## config.mk

```make
export PLATFORM = sky130hd
export DESIGN_NAME = sat_counter
export DESIGN_NICKNAME = d
export VERILOG_FILES = /design/src/rtl/sat_counter.sv
export SDC_FILE = /design/constraint.sdc
export NUM_CORES = 1
export LEC_CHECK = 0
export CAP_MARGIN = 20
export CORE_AREA = 2 2 39 41
export CTS_BUF_LIST = sky130_fd_sc_hd__clkbuf_8
export CTS_CLUSTER_DIAMETER = 30
export DETAILED_ROUTE_END_ITERATION = 7
export DIE_AREA = 0 0 41 43
export SYNTH_ARGS = -nofsm -noshare
export SYNTH_HDL_FRONTEND = slang
export SYNTH_SLANG_ARGS = --single-unit
```

## constraint.sdc

```tcl
create_clock -name clk -period 2.72 [get_ports clk]
set_input_delay 0.272 -clock clk [delete_from_list [all_inputs] [get_ports clk]]
set_output_delay 0.272 -clock clk [all_outputs]
set_load 0.02 [all_outputs]
```

## src/rtl/sat_counter.sv

```systemverilog
// Saturating event counter: sticks at all-ones instead of wrapping.
// Reset is synchronous and active-low.
module sat_counter #(
  parameter int ERR_W = 8
) (
  input  logic             clk,
  input  logic             rst,
  input  logic             inc,
  input  logic             clear,
  output logic [ERR_W-1:0] count
);

  logic [ERR_W-1:0] count_reg;

  always_ff @(posedge clk) begin
    if (!rst) begin
      count_reg <= '0;
    end else if (clear) begin
      count_reg <= '0;
    end else if (inc && (count_reg != '1)) begin
      count_reg <= count_reg + ERR_W'(1);
    end
  end

  assign count = count_reg;

endmodule

```

# Word level (Yosys, flattened, before mapping)
# Index checks and enable logic that the tools add are counted.
# totals
reg_bits,8
input_bits,4
output_inout_bits,8
# op_classes
add_sub_neg,1
n_eq_ne,1
n_bitwise,1
reduce_logical,2
# op_table
op,count
$add A8 B1 Y8 const B,1
$ne A8 B8 Y1 const B,1
$reduce_or A2 Y1,1
$logic_and A1 B1 Y1,1
$not A1 Y1,1

# Depth between registers and ports, before layout
# Gate-level depths: netlist (run 1).
# depth
depth_word,2
mapped_depth,4

# Least setup slack after synthesis (run 1)
# Ideal clock, no wire load.
# synth_path
path_kind,register to register
startpoint,"reg count_reg[0], in the netlist count[0]"
endpoint,"reg count_reg[5], in the netlist count[5]"
arrival_time_ns,1.263
required_time_ns,2.648
setup_slack_ns,1.385
path_stages_with_launch,5
synth_period_minus_slack_ns,1.335
cell_sequence,dfxtp_1 -> ha_1 -> and4_4 -> a211oi_2 -> mux2i_1
# synth_via
elab_chain_len,2
# synth_rtl
item,line,source
start: declaration,13,logic [ERR_W-1:0] count_reg;
start signal: assignment,21,count_reg <= count_reg + ERR_W'(1);
"parallel branches: the longest is 2 deep, another holds $add A8 B1 Y8",-,
# Several ways; the timed one is not identified.
# A chain may end at the register's enable or synchronous reset.

# Final worst setup path (run 1)
# layout_path
startpoint,"reg count_reg[4], in the netlist count[4]"
endpoint,out count[4]
# layout_lines
item,line,source
end: declaration,10,output logic [ERR_W-1:0] count
# No word-level cell between the ends.

==> results of run 1 <==
cells by family (layout without fill, tap and decap cells):
kind of cell	Yosys count	in the layout	share of synthesized area
buffers and inverters	0	14	0
multiplexers	3	3	0.0712
adder cells (fa/ha/maj)	1	1	0.0297
flip-flops	8	8	0.380
AO/OA/AOI/OAI	12	12	0.190
AND/OR/NAND/NOR	22	22	0.329
where the power goes:
group / switching [W] / total (W) / internal [W]
sequential: 0.00000132 / 0.000120 / 0.000119
combinational: 0.00000719 / 0.0000160 / 0.00000883
clock: 0.0000474 / 0.000143 / 0.0000960
total: 0.0000559 / 0.000279 / 0.000224
through the flow:
stage               utilization  total power, W  cells  instance area (um2)  setup WS [ps]
global placement          0.399        0.000138     73                  552           1160
floorplan                     -        0.000129     46                  422           1390
finish                    0.429        0.000279     76                  593           1100
global route              0.429        0.000290     76                  593           1050
detailed placement        0.399        0.000138     73                  552           1140
CTS                       0.429        0.000282     76                  593           1100
placed cells by master, fill, tap and decap left out:
| master | count |
|---|---|
| o21ai_0 | 2 |
| nor2b_1 | 3 |
| a31oi_1 | 2 |
| and4_1 | 4 |
| a21oi_1 | 5 |
| dfxtp_1 | 8 |
| a211oi_2 | 1 |
| nand3_1 | 1 |
| nor2b_2 | 1 |
| a21boi_2 | 1 |
| and4_4 | 1 |
| a311oi_1 | 1 |
| nand2_1 | 5 |
| ha_1 | 1 |
| mux2i_1 | 3 |
| nor3_1 | 2 |
| nand4_1 | 1 |
| nand2b_1 | 3 |
| clkdlybuf4s50_1 | 11 |
| clkbuf_8 | 3 |
| and3_1 | 1 |
routing by layer:
metal | global-route usage | share of wire | vias to the layer above
met2 | 0.166 | 0.46 | 15
met1 | 0.151 | 0.44 | 174
met3 | 0.0628 | 0.065 | 2
li1 | - | - | 205
met4 | 0.0800 | 0.025 | 0
met5 | 0 | 0 | -
worst paths after layout:
kind	cells after the start	endpoint	slack (ps)
worst max-delay path	1	count[4]	1100
worst min-delay path	2	count[1]$_SDFFE_PP0P_	500
worst max register to register	4	count[5]$_SDFFE_PP0P_	1410
worst min register to register	2	count[1]$_SDFFE_PP0P_	500
final cells by class:
class | instances | area [um2]
fillers | 137 | 791
multi-input cells | 38 | 262
flip-flops and latches | 8 | 160
repair buffers | 11 | 110
clock buffers | 3 | 41.3
well taps | 16 | 20.0
==> results.toml, run 1 <==
[outcome]
outcome = "finished clean"

[layout]
areaGrowthSynthToFinish_pct = 40.7
largest_register_ff_count = 8
final_layout_size_suffix_gt1_frac = 0.117
number_of_antenna_repair_diodes = 0
num-nets-final = 67

[critical_path]
worst_ep_arrival_time_ps = 1350
setup.worst_path.start_class = "flop"
timing.critical_path.slowest_cell_delay_ps = 660
critical_path_class = "flop to primary output"
worstPathCellList = "clkdlybuf4s50_1"
startpoint = "count[4]$_SDFFE_PP0P_"
critical_path.max_fanout = 9
kind_of_capture_point_of_the_worst_setup_path = "primary output"
crit_required_ps = 2450
worst_path_dominant_cell_family = "buffers and inverters"
slowest_stage = "clkdlybuf4s50_1"
critical_path_buf_inv_count = 1
worstReg2RegStart = "count[0]$_SDFFE_PP0P_"

[logic_synthesis]
yosys.cell_count.top_type = "dfxtp_1"
ys_types = 19
synth_largest_area_cell = "dfxtp_1"
synth.top_cell.area_share = 0.380
synth_edf_count = 0
synth_common_cells = "dfxtp_1, a21oi_1, nand2_1"
synth_area_um2 = 422
post_synth.cell_area_avg_um2 = 9.17
postSynthNetCount = 51
yosys_warnings = 0
yosysSeqAreaShare = 0.380
postSynth.asyncResetShare = 0
synth-seq-cells = 8
synthFlopType = "dfxtp_1"
synthTopCellsByArea = "dfxtp_1, and4_1, mux2i_1"
synth_cells = 46

[global_routing]
grt_antenna_before_repair = 0
globalRouteOverflowTotal = 0
grt_max_degree = 10
grt_first_pass_wirelength_mm = 1.44
first_global_vias = 338
total_routing_usage_reported_by_global_routing = 0.124

[sta]
final_hold_viol_count = 0
period_minus_slack_ps = 1620
finClkSkew_ps = 0.647
max_clock_freq_mhz = 617
max-slew-margin-rel = 0.658
fin_worst_hold_slack_ps = 502
grt_setup_unrepaired = "no"
slew_violations = 0
setup_viol_count_final = 0
fin_tns_setup_ps = 0
tightest_slew_ps = 511
timing.final.crit_share = 0.595

[cts]
tritoncts_clock_tree = "yes"
clockRootBuffer = "clkbuf_8"
setup_fix_buffers_added_after_clock_tree_synthesis = 0
post_cts_resized = 0
max-clock-path-buffers = 2
ctsHoldBuffers = 0
ctsHtreeMaxLevel = 1
numCtsBuffers = 3
clkSinkCount = 8
worst_setup_hold_path_clk_slew_ps = 40
clk_lat_worst_skew_ps = 230

[placed_design]
gpl.final_weighted_congestion = 0.708
dpl.hpwl_um = 667
port_buffers = 11

[detailed_routing]
ant_nets = 0
first_pass_iters = 4
vias_per_cell = 5.21
avgRoutedWirePerCell_um = 11.7
postRouteWirelength_um = 886
detail_route.drc_violations = 0
detailedRoute.firstIterationViolations = 8
via_count = 396

[die]
vert_die_dim_um = 43
die_ar_um2 = 1760
coreArea_um2 = 1380
pin_count = 12
starting_density_of_the_core = 0.305
die_x_um = 41
num_rows = 14

[power]
ir_worst_vdd_uv = 227
leakage_nw = 0.214
power_per_cell_area_nw_per_um2 = 471

[job]
maxCapViolations = 0

[min_path]
min-delay-start = "count[1]$_SDFFE_PP0P_"
min-delay-path-class = "flop to flop"
Power figures use the tool's default switching activity.
==> run 2, diff against run 1 <==
==> constraint.sdc (replaced) <==
create_clock -name clk -period 1.4 [get_ports clk]
set_input_delay 0.14 -clock clk [delete_from_list [all_inputs] [get_ports clk]]
set_output_delay 0.14 -clock clk [all_outputs]
set_load 0.02 [all_outputs]
==> results.toml, run 2 (synthesized netlist as in run 1, its figures left out) <==
[die]
starting_density_of_the_core = 0.305
vert_die_dim_um = 43
num_rows = 14
pin_count = 12
coreArea_um2 = 1380
die_ar_um2 = 1760
die_x_um = 41

[critical_path]
critical_path.max_fanout = 2
slowest_stage = "clkdlybuf4s50_1"
critical_path_buf_inv_count = 1
worst_path_dominant_cell_family = "buffers and inverters"
critical_path_class = "flop to primary output"
timing.critical_path.slowest_cell_delay_ps = 600
worst_ep_arrival_time_ps = 1150
setup.worst_path.start_class = "flop"
kind_of_capture_point_of_the_worst_setup_path = "primary output"
worstPathCellList = "clkdlybuf4s50_1"
crit_required_ps = 1260

[global_routing]
globalRouteOverflowTotal = 0
grt_first_pass_wirelength_mm = 1.73
global_route.usage.met1 = 0.175
grt.busiest_layer = "met2"
total_routing_usage_reported_by_global_routing = 0.145
grt_max_degree = 9
grt.met2_usage = 0.216
grt_antenna_before_repair = 0
first_global_vias = 427
use_met3 = 0.0471

[power]
power_per_cell_area_nw_per_um2 = 881
leakage_nw = 0.298
totalPowerFinal_w = 0.000549
ir_worst_vdd_uv = 379

[layout]
utilization = 0.450
final_common_cell = "dfxtp_1"
number_of_antenna_repair_diodes = 0
stdcell_count = 79
largest_register_ff_count = 8
areaGrowthSynthToFinish_pct = 47.8
layout.cells.most_common_list = "dfxtp_1, a21oi_1, nand2_1, clkdlybuf4s50_1, and4_1"
area_of_combinational_cells_with_multiple_inputs_um2 = 264
num-nets-final = 70
design_area_um2 = 623
num-fill-cells = 145
final_layout_size_suffix_gt1_frac = 0.190
seq_area_um2 = 161

[placed_design]
post_dp_cell_area_um2 = 574
dpl.cell_count = 76
gpl.final_weighted_congestion = 0.750
port_buffers = 11

[detailed_routing]
detail_route.drc_violations = 0
postRouteWirelength_um = 956
ant_nets = 0
detailedRoute.firstIterationViolations = 8
avgRoutedWirePerCell_um = 12.1
first_pass_iters = 3
vias_per_cell = 5.39
via_count = 426

[min_path]
min-delay-path-class = "flop to flop"

[cts]
clockRootBuffer = "clkbuf_8"
tritoncts_clock_tree = "yes"
numCtsBuffers = 3
setup_fix_buffers_added_after_clock_tree_synthesis = 0
ctsHtreeMaxLevel = 1
clkSinkCount = 8
max-clock-path-buffers = 2
worst_setup_hold_path_clk_slew_ps = 40
clk_lat_worst_skew_ps = 230

[sta]
slew_violations = 0
finClkSkew_ps = 2.41
setup_viol_count_final = 0
tightest_slew_ps = 223
max_clock_freq_mhz = 777
timing.final.crit_share = 0.919
grt_setup_unrepaired = "no"
max-slew-margin-rel = 0.851
fin_tns_setup_ps = 0
final_hold_viol_count = 0
period_minus_slack_ps = 1290

[job]
maxCapViolations = 0

[outcome]
outcome = "finished clean"
## run 2: repair_timing
| action | CTS | global route |
|---|---|---|
| hold buffers | 0 | 0 |
| setup endpoints to repair | 3 | 6 |
| gates cloned | 0 | 0 |
| resized for setup | 3 | 5 |
## run 2: final timing paths
| path | from | endpoint | slack [ps] | cells past startpoint |
|---|---|---|---|---|
| worst min-delay path | count[0]$_SDFFE_PP0P_ | count[0]$_SDFFE_PP0P_ | 490 | 2 |
| worst max register to register | count[0]$_SDFFE_PP0P_ | count[5]$_SDFFE_PP0P_ | 130 | 4 |
| worst min register to register | count[0]$_SDFFE_PP0P_ | count[0]$_SDFFE_PP0P_ | 490 | 2 |
| worst max-delay path | count[3]$_SDFFE_PP0P_ | count[3] | 110 | 1 |
## run 2: metrics by stage
| step | hold WS [ps] | worst slack, ps |
|---|---|---|
| 6_report | 492 | 114 |
| 5_1_grt | 546 | 20.1 |
| 4_1_cts | 507 | 9.46 |
| 3_5_place_dp | 503 | 17.3 |
| 3_3_place_gp | 498 | 54.3 |
| 2_1_floorplan | 323 | 65.1 |
## run 2: metal layers
metal	share of wire	vias to the layer above	wire length, um
met3	0.042	3	40
met2	0.49	9	470
met1	0.45	201	427
met4	0.020	0	19
met5	0	-	0
li1	-	213	-
## run 2: area by class of cell
| type | count | share of cell area |
|---|---|---|
| sequential | 8 | 0.259 |
| multi-input combinational | 38 | 0.424 |
| timing repair buffer | 14 | 0.219 |
| tap | 16 | 0.0321 |
| clock buffer | 3 | 0.0663 |
## run 2: where the power goes
part	switching (W)	internal, W	leakage, nW
clock	0.0000959	0.000187	0.0216
combinational	0.0000144	0.0000179	0.211
sequential	0.00000276	0.000231	0.0650
total	0.000113	0.000436	0.298
